$ cat src/rtl/imem_loader.sv
// Streams a big-endian byte image into IMEM and holds the CPU until the load is done.
// Optional trailing XOR checksum byte: define IMEM_LOADER_CHECKSUM_EN.
module imem_loader #(
    parameter int ADDR_W = 10,
    parameter int CNT_W  = 16
) (
    input  logic              clk,
    input  logic              reset,
    input  logic              start,
    input  logic [7:0]        in_data,
    input  logic              in_valid,
    output logic              in_ready,
    output logic              imem_we,
    output logic [ADDR_W-1:0] imem_addr,
    output logic [31:0]       imem_wdata,
    output logic              cpu_hold,
    output logic              done,
    output logic              error
);

    typedef enum logic [2:0] {
        S_IDLE  = 3'd0,
        S_HDR0  = 3'd1,
        S_HDR1  = 3'd2,
        S_DATA  = 3'd3,
        S_WRITE = 3'd4,
        S_CSUM  = 3'd5,
        S_DONE  = 3'd6
    } state_t;

    localparam logic [31:0] DEPTH_C = 32'd1 << ADDR_W;

    state_t              state_q, state_d;
    logic [CNT_W-1:0]    count_q, count_d;
    logic [CNT_W-1:0]    idx_q, idx_d;
    logic [1:0]          bcnt_q, bcnt_d;
    logic [23:0]         word_q, word_d;
    logic [31:0]         wdata_q, wdata_d;
    logic [ADDR_W-1:0]   addr_q, addr_d;
    logic                ready_q, ready_d;
    logic                we_q, we_d;
    logic                hold_q, hold_d;
    logic                done_q, done_d;
    logic                error_q, error_d;
    logic                accept_s;
    logic [CNT_W-1:0]    count_full_s;
`ifdef IMEM_LOADER_CHECKSUM_EN
    logic [7:0]          csum_q, csum_d;

    function automatic logic [7:0] csum_update(input logic [7:0] acc, input logic [7:0] b);
        return acc ^ b;
    endfunction
`endif

    assign accept_s     = in_valid && ready_q;
    // Header is two bytes, high byte first.
    assign count_full_s = {count_q[CNT_W-1:8], in_data};

    // Next-state and registered-output computation.
    always_comb begin
        state_d = state_q;
        count_d = count_q;
        idx_d   = idx_q;
        bcnt_d  = bcnt_q;
        word_d  = word_q;
        wdata_d = wdata_q;
        addr_d  = addr_q;
        we_d    = 1'b0;
        hold_d  = hold_q;
        done_d  = done_q;
        error_d = error_q;
`ifdef IMEM_LOADER_CHECKSUM_EN
        csum_d  = csum_q;
`endif
        case (state_q)
            S_IDLE, S_DONE: begin
                if (start) begin
                    state_d = S_HDR0;
                    idx_d   = '0;
                    bcnt_d  = 2'd0;
                    hold_d  = 1'b1;
                    done_d  = 1'b0;
                    error_d = 1'b0;
`ifdef IMEM_LOADER_CHECKSUM_EN
                    csum_d  = 8'h00;
`endif
                end else begin
                    state_d = state_q;
                end
            end
            S_HDR0: begin
                if (accept_s) begin
                    count_d = {in_data, count_q[CNT_W-9:0]};
                    state_d = S_HDR1;
                end else begin
                    state_d = S_HDR0;
                end
            end
            S_HDR1: begin
                if (accept_s) begin
                    count_d = count_full_s;
                    if (count_full_s == '0) begin
`ifdef IMEM_LOADER_CHECKSUM_EN
                        state_d = S_CSUM;
`else
                        state_d = S_DONE;
                        done_d  = 1'b1;
                        hold_d  = 1'b0;
`endif
                    end else if (32'(count_full_s) > DEPTH_C) begin
                        state_d = S_DONE;
                        done_d  = 1'b1;
                        error_d = 1'b1;
                        hold_d  = 1'b0;
                    end else begin
                        state_d = S_DATA;
                    end
                end else begin
                    state_d = S_HDR1;
                end
            end
            S_DATA: begin
                if (accept_s) begin
                    word_d = {word_q[15:0], in_data};
                    bcnt_d = bcnt_q + 2'd1;
`ifdef IMEM_LOADER_CHECKSUM_EN
                    csum_d = csum_update(csum_q, in_data);
`endif
                    if (bcnt_q == 2'd3) begin
                        state_d = S_WRITE;
                        wdata_d = {word_q, in_data};
                        addr_d  = idx_q[ADDR_W-1:0];
                        we_d    = 1'b1;
                    end else begin
                        state_d = S_DATA;
                    end
                end else begin
                    state_d = S_DATA;
                end
            end
            S_WRITE: begin
                idx_d = idx_q + CNT_W'(1);
                if (idx_q + CNT_W'(1) == count_q) begin
`ifdef IMEM_LOADER_CHECKSUM_EN
                    state_d = S_CSUM;
`else
                    state_d = S_DONE;
                    done_d  = 1'b1;
                    hold_d  = 1'b0;
`endif
                end else begin
                    state_d = S_DATA;
                end
            end
`ifdef IMEM_LOADER_CHECKSUM_EN
            S_CSUM: begin
                if (accept_s) begin
                    state_d = S_DONE;
                    done_d  = 1'b1;
                    if (in_data == csum_q) begin
                        error_d = 1'b0;
                        hold_d  = 1'b0;
                    end else begin
                        // Bad image: keep the CPU stalled.
                        error_d = 1'b1;
                        hold_d  = 1'b1;
                    end
                end else begin
                    state_d = S_CSUM;
                end
            end
`endif
            default: begin
                state_d = S_IDLE;
            end
        endcase
    end

    // in_ready follows the state being entered so it is itself a register.
    always_comb begin
        ready_d = 1'b0;
        case (state_d)
            S_HDR0, S_HDR1, S_DATA, S_CSUM: ready_d = 1'b1;
            default:                        ready_d = 1'b0;
        endcase
    end

    // State and output registers with synchronous reset.
    always_ff @(posedge clk) begin
        if (reset) begin
            state_q <= S_IDLE;
            count_q <= '0;
            idx_q   <= '0;
            bcnt_q  <= 2'd0;
            word_q  <= 24'd0;
            wdata_q <= 32'd0;
            addr_q  <= '0;
            ready_q <= 1'b0;
            we_q    <= 1'b0;
            hold_q  <= 1'b1;
            done_q  <= 1'b0;
            error_q <= 1'b0;
`ifdef IMEM_LOADER_CHECKSUM_EN
            csum_q  <= 8'h00;
`endif
        end else begin
            state_q <= state_d;
            count_q <= count_d;
            idx_q   <= idx_d;
            bcnt_q  <= bcnt_d;
            word_q  <= word_d;
            wdata_q <= wdata_d;
            addr_q  <= addr_d;
            ready_q <= ready_d;
            we_q    <= we_d;
            hold_q  <= hold_d;
            done_q  <= done_d;
            error_q <= error_d;
`ifdef IMEM_LOADER_CHECKSUM_EN
            csum_q  <= csum_d;
`endif
        end
    end

    assign in_ready   = ready_q;
    assign imem_we    = we_q;
    assign imem_addr  = addr_q;
    assign imem_wdata = wdata_q;
    assign cpu_hold   = hold_q;
    assign done       = done_q;
    assign error      = error_q;

endmodule

$ cat config.mk
export PLATFORM = sky130hd
export DESIGN_NAME = imem_loader
export DESIGN_NICKNAME = d
export VERILOG_FILES = /design/src/rtl/imem_loader.sv
export SDC_FILE = /design/constraint.sdc
export NUM_CORES = 1
export LEC_CHECK = 0
export BUFFER_PORTS_ARGS = -buffer_cell sky130_fd_sc_hd__buf_2
export CORE_MARGIN = 1
export CORE_UTILIZATION = 55
export DETAILED_ROUTE_END_ITERATION = 16
export PLACE_DENSITY = 0.79
export RECOVER_POWER = 50
export SYNTH_ARGS = -nofsm -noshare
export SYNTH_HDL_FRONTEND = slang
export SYNTH_SLANG_ARGS = --single-unit
$ cat constraint.sdc
create_clock -name clk -period 2.4 [get_ports clk]
set_input_delay 0.24 -clock clk [delete_from_list [all_inputs] [get_ports clk]]
set_output_delay 0.24 -clock clk [all_outputs]
set_load 0.005 [all_outputs]
==> impl_metrics.ini <==
[yosys]
syn_area_per_cell_um2 = 7.72
synth_ff_type = dfxtp_1
synthArstFlopShare = 0
synth_top_area_frac = 0.462
synth_area_leaders = dfxtp_1, nand2_1, a21oi_1
seq_area_frac_synth = 0.462
synth_top_area_cell = dfxtp_1
synth-seq-cells = 108
synthCells = 607
ys_types = 47
synth_area_um2 = 4680
synth_edf_count = 0
yosys-top-cells-count = nand2_1, dfxtp_1, a21oi_1, clkbuf_1, nor2_1
yosys_warnings = 0
synth.most_common_cell = nand2_1
syn-num-nets = 621

[setup_path]
crit_chain = ha_1 > nand3_2 > or4_1 > nand3_1 > o21ai_0 > o21ai_1 > nor4_4 > buf_4 > a211o_1
crit_path_top_delay_cell = or4_1
crit_path_end_kind = register
critPathLaunchType = register
arrival_ns = 2.56
crit_type = reg2reg
worstPathRequired_ns = 2.67
slowest_delay_ns = 0.49
cp_max_fo = 5

[run]
drv_cap = 0

[global_routing]
grt_overflow = 0
antenna_found_initial = 0
grt_pass1_wl_mm = 18.0
use_met2 = 0.394
grt_pass1_vias = 3776
grt_max_degree = 76
grt_usage = 0.258
gr-usage-met1 = 0.363
busiest_layer = met2
grt_use_met3 = 0.0388

[drt]
ant_nets = 0
vias_per_cell = 5.64
wire_per_inst_um = 14.3
finalWirelength_mm = 10.9
num_vias = 4300
drc_errors = 0
drt_iter0_markers = 296
dr.pass1.iters = 5

[clock_network]
worstSkewPairLatency_ns = 0.38
root_buffer = clkbuf_8
clk_pin_slew_ns = 0.10
clock_sinks = 108
cts_tree = done
cts_htree_levels = 3
clockBufferDepth = 2
cts_made_buffers = 9

[place]
gp_congestion = 0.897
dp_hpwl_mm = 7.52
portBuffers = 58

[die]
pin_count = 59
die_x_um = 94.3
core_um2 = 8220
dieHeight_um = 94.3
start_util = 0.570
rows = 33
dieArea_um2 = 8890

[timing]
hold_viol = 0
worst_pin_slew_ns = 0.849
setup_viol = 0
fin_setup_tns_ns = 0
slew_violations = 0
rsz0062_at_grt = false
maxSlewHeadroom = 0.434
fmax_ghz = 0.437
fin_skew_ns = 0.0127
post-route-min-period_ns = 2.29
period_share = 0.954

[pwr]
seq_power_share = 0.601
swShare = 0.256
p_clk_frac = 0.346
internal_power_w = 0.00225
p_switching_w = 0.000773
vdd_drop_max_uv = 375
powerDensity_nw_per_um2 = 573
comb_power_share = 0.054
power_leakage_nw = 1.86

[min_path]
hp-class = in2reg

[cells_and_area]
fin_util = 0.642
antenna_cells = 0
final_nets = 666
drive_gt1_frac = 0.123
area_growth_pct = 12.6

[status]
status = completed
==> critical path, delay by kind of cell (launching register included) <==
kind | cells | cell delay [ns]
AO/OA/AOI/OAI | 3 | 0.58
AND/OR/NAND/NOR | 4 | 0.81
adder cells (fa/ha/maj) | 1 | 0.26
buffers and inverters | 1 | 0.17
flip-flops | 1 | 0.36
==> power groups by stage <==
stage / sequential, W / clock, W / combinational [W]
floorplan: 0.00185 / 0 / 0.000108
global placement: 0.00186 / 0 / 0.000157
global route: 0.00182 / 0.00114 / 0.000176
finish: 0.00182 / 0.00105 / 0.000162
CTS: 0.00182 / 0.00106 / 0.000161
detailed placement: 0.00186 / 0 / 0.000160
==> state kept, by name (all words and copies together) (netlist names) <==
name	cells
state_q	3
cpu_hold	1
imem_addr	10
bcnt_q	2
word_q	24
imem_we	1
idx_q	16
in_ready	1
done	1
count_q	16
imem_wdata	32
error	1
==> logic make-up after synthesis <==
family | after synthesis | share of synthesized area
AND/OR/NAND/NOR | 282 | 0.280
AO/OA/AOI/OAI | 138 | 0.161
flip-flops | 108 | 0.462
buffers and inverters | 52 | 0.0441
XOR/XNOR | 23 | 0.0430
multiplexers | 2 | 0.00454
adder cells (fa/ha/maj) | 2 | 0.00534
==> metrics by stage <==
stage	area (µm²)	setup WS (ns)	cells	hold WS, ns	total power (W)
2_1_floorplan	4680	0.163	607	0.376	0.00196
3_3_place_gp	5110	0.114	745	0.439	0.00201
3_5_place_dp	5110	0.0815	745	0.446	0.00202
4_1_cts	5290	0.0591	761	0.142	0.00304
5_1_grt	5270	0.00113	762	0.140	0.00314
6_report	5270	0.110	762	0.152	0.00302
==> cell usage in the layout, fill, tap and decap left out, drive strengths merged, types with 4 or more instances in the layout <==
cell type  count
and2           4
nand2        172
nand4         15
nand2b         8
nor2b          4
o21ai         13
nor4          11
clkbuf        39
a21oi        102
nand3         14
inv            7
dfxtp        108
nor3           9
xnor2         17
xor2           6
buf           53
nor2          29
or3            4
==> worst paths after layout <==
kind	to	slack, ns	start	cells past startpoint
max reg2reg	done$_SDFFE_PP0P_	0.11	idx_q[0]$_SDFFE_PP0P_	9
max	done$_SDFFE_PP0P_	0.11	idx_q[0]$_SDFFE_PP0P_	9
min	count_q[4]$_SDFFE_PP0P_	0.15	in_data[4]	3
min reg2reg	imem_addr[9]$_SDFFE_PP0P_	0.46	imem_addr[9]$_SDFFE_PP0P_	2
==> layer usage <==
layer | part of all wire | wire length [µm]
met1 | 0.48 | 5230
met2 | 0.46 | 5000
met3 | 0.045 | 488
met4 | 0.015 | 166
met5 | 0 | 0
==> cell type report <==
type	instances	area, µm²
clock inverters	6	55.1
well taps	105	131
clock buffers	10	128
multi-input cells	447	2330
fillers	719	2940
repair buffers	82	454
flip-flops and latches	108	2160
inverters	4	15.0
==> repair_timing <==
item | 4_1_cts | 5_1_grt
hold buffers | 0 | 0
buffers inserted | 0 | 1
gates resized for setup | 0 | 4
setup endpoints to repair | 0 | 5
endpoints found under the hold margin | 0 | 0
(Power assumes the default switching activity.)
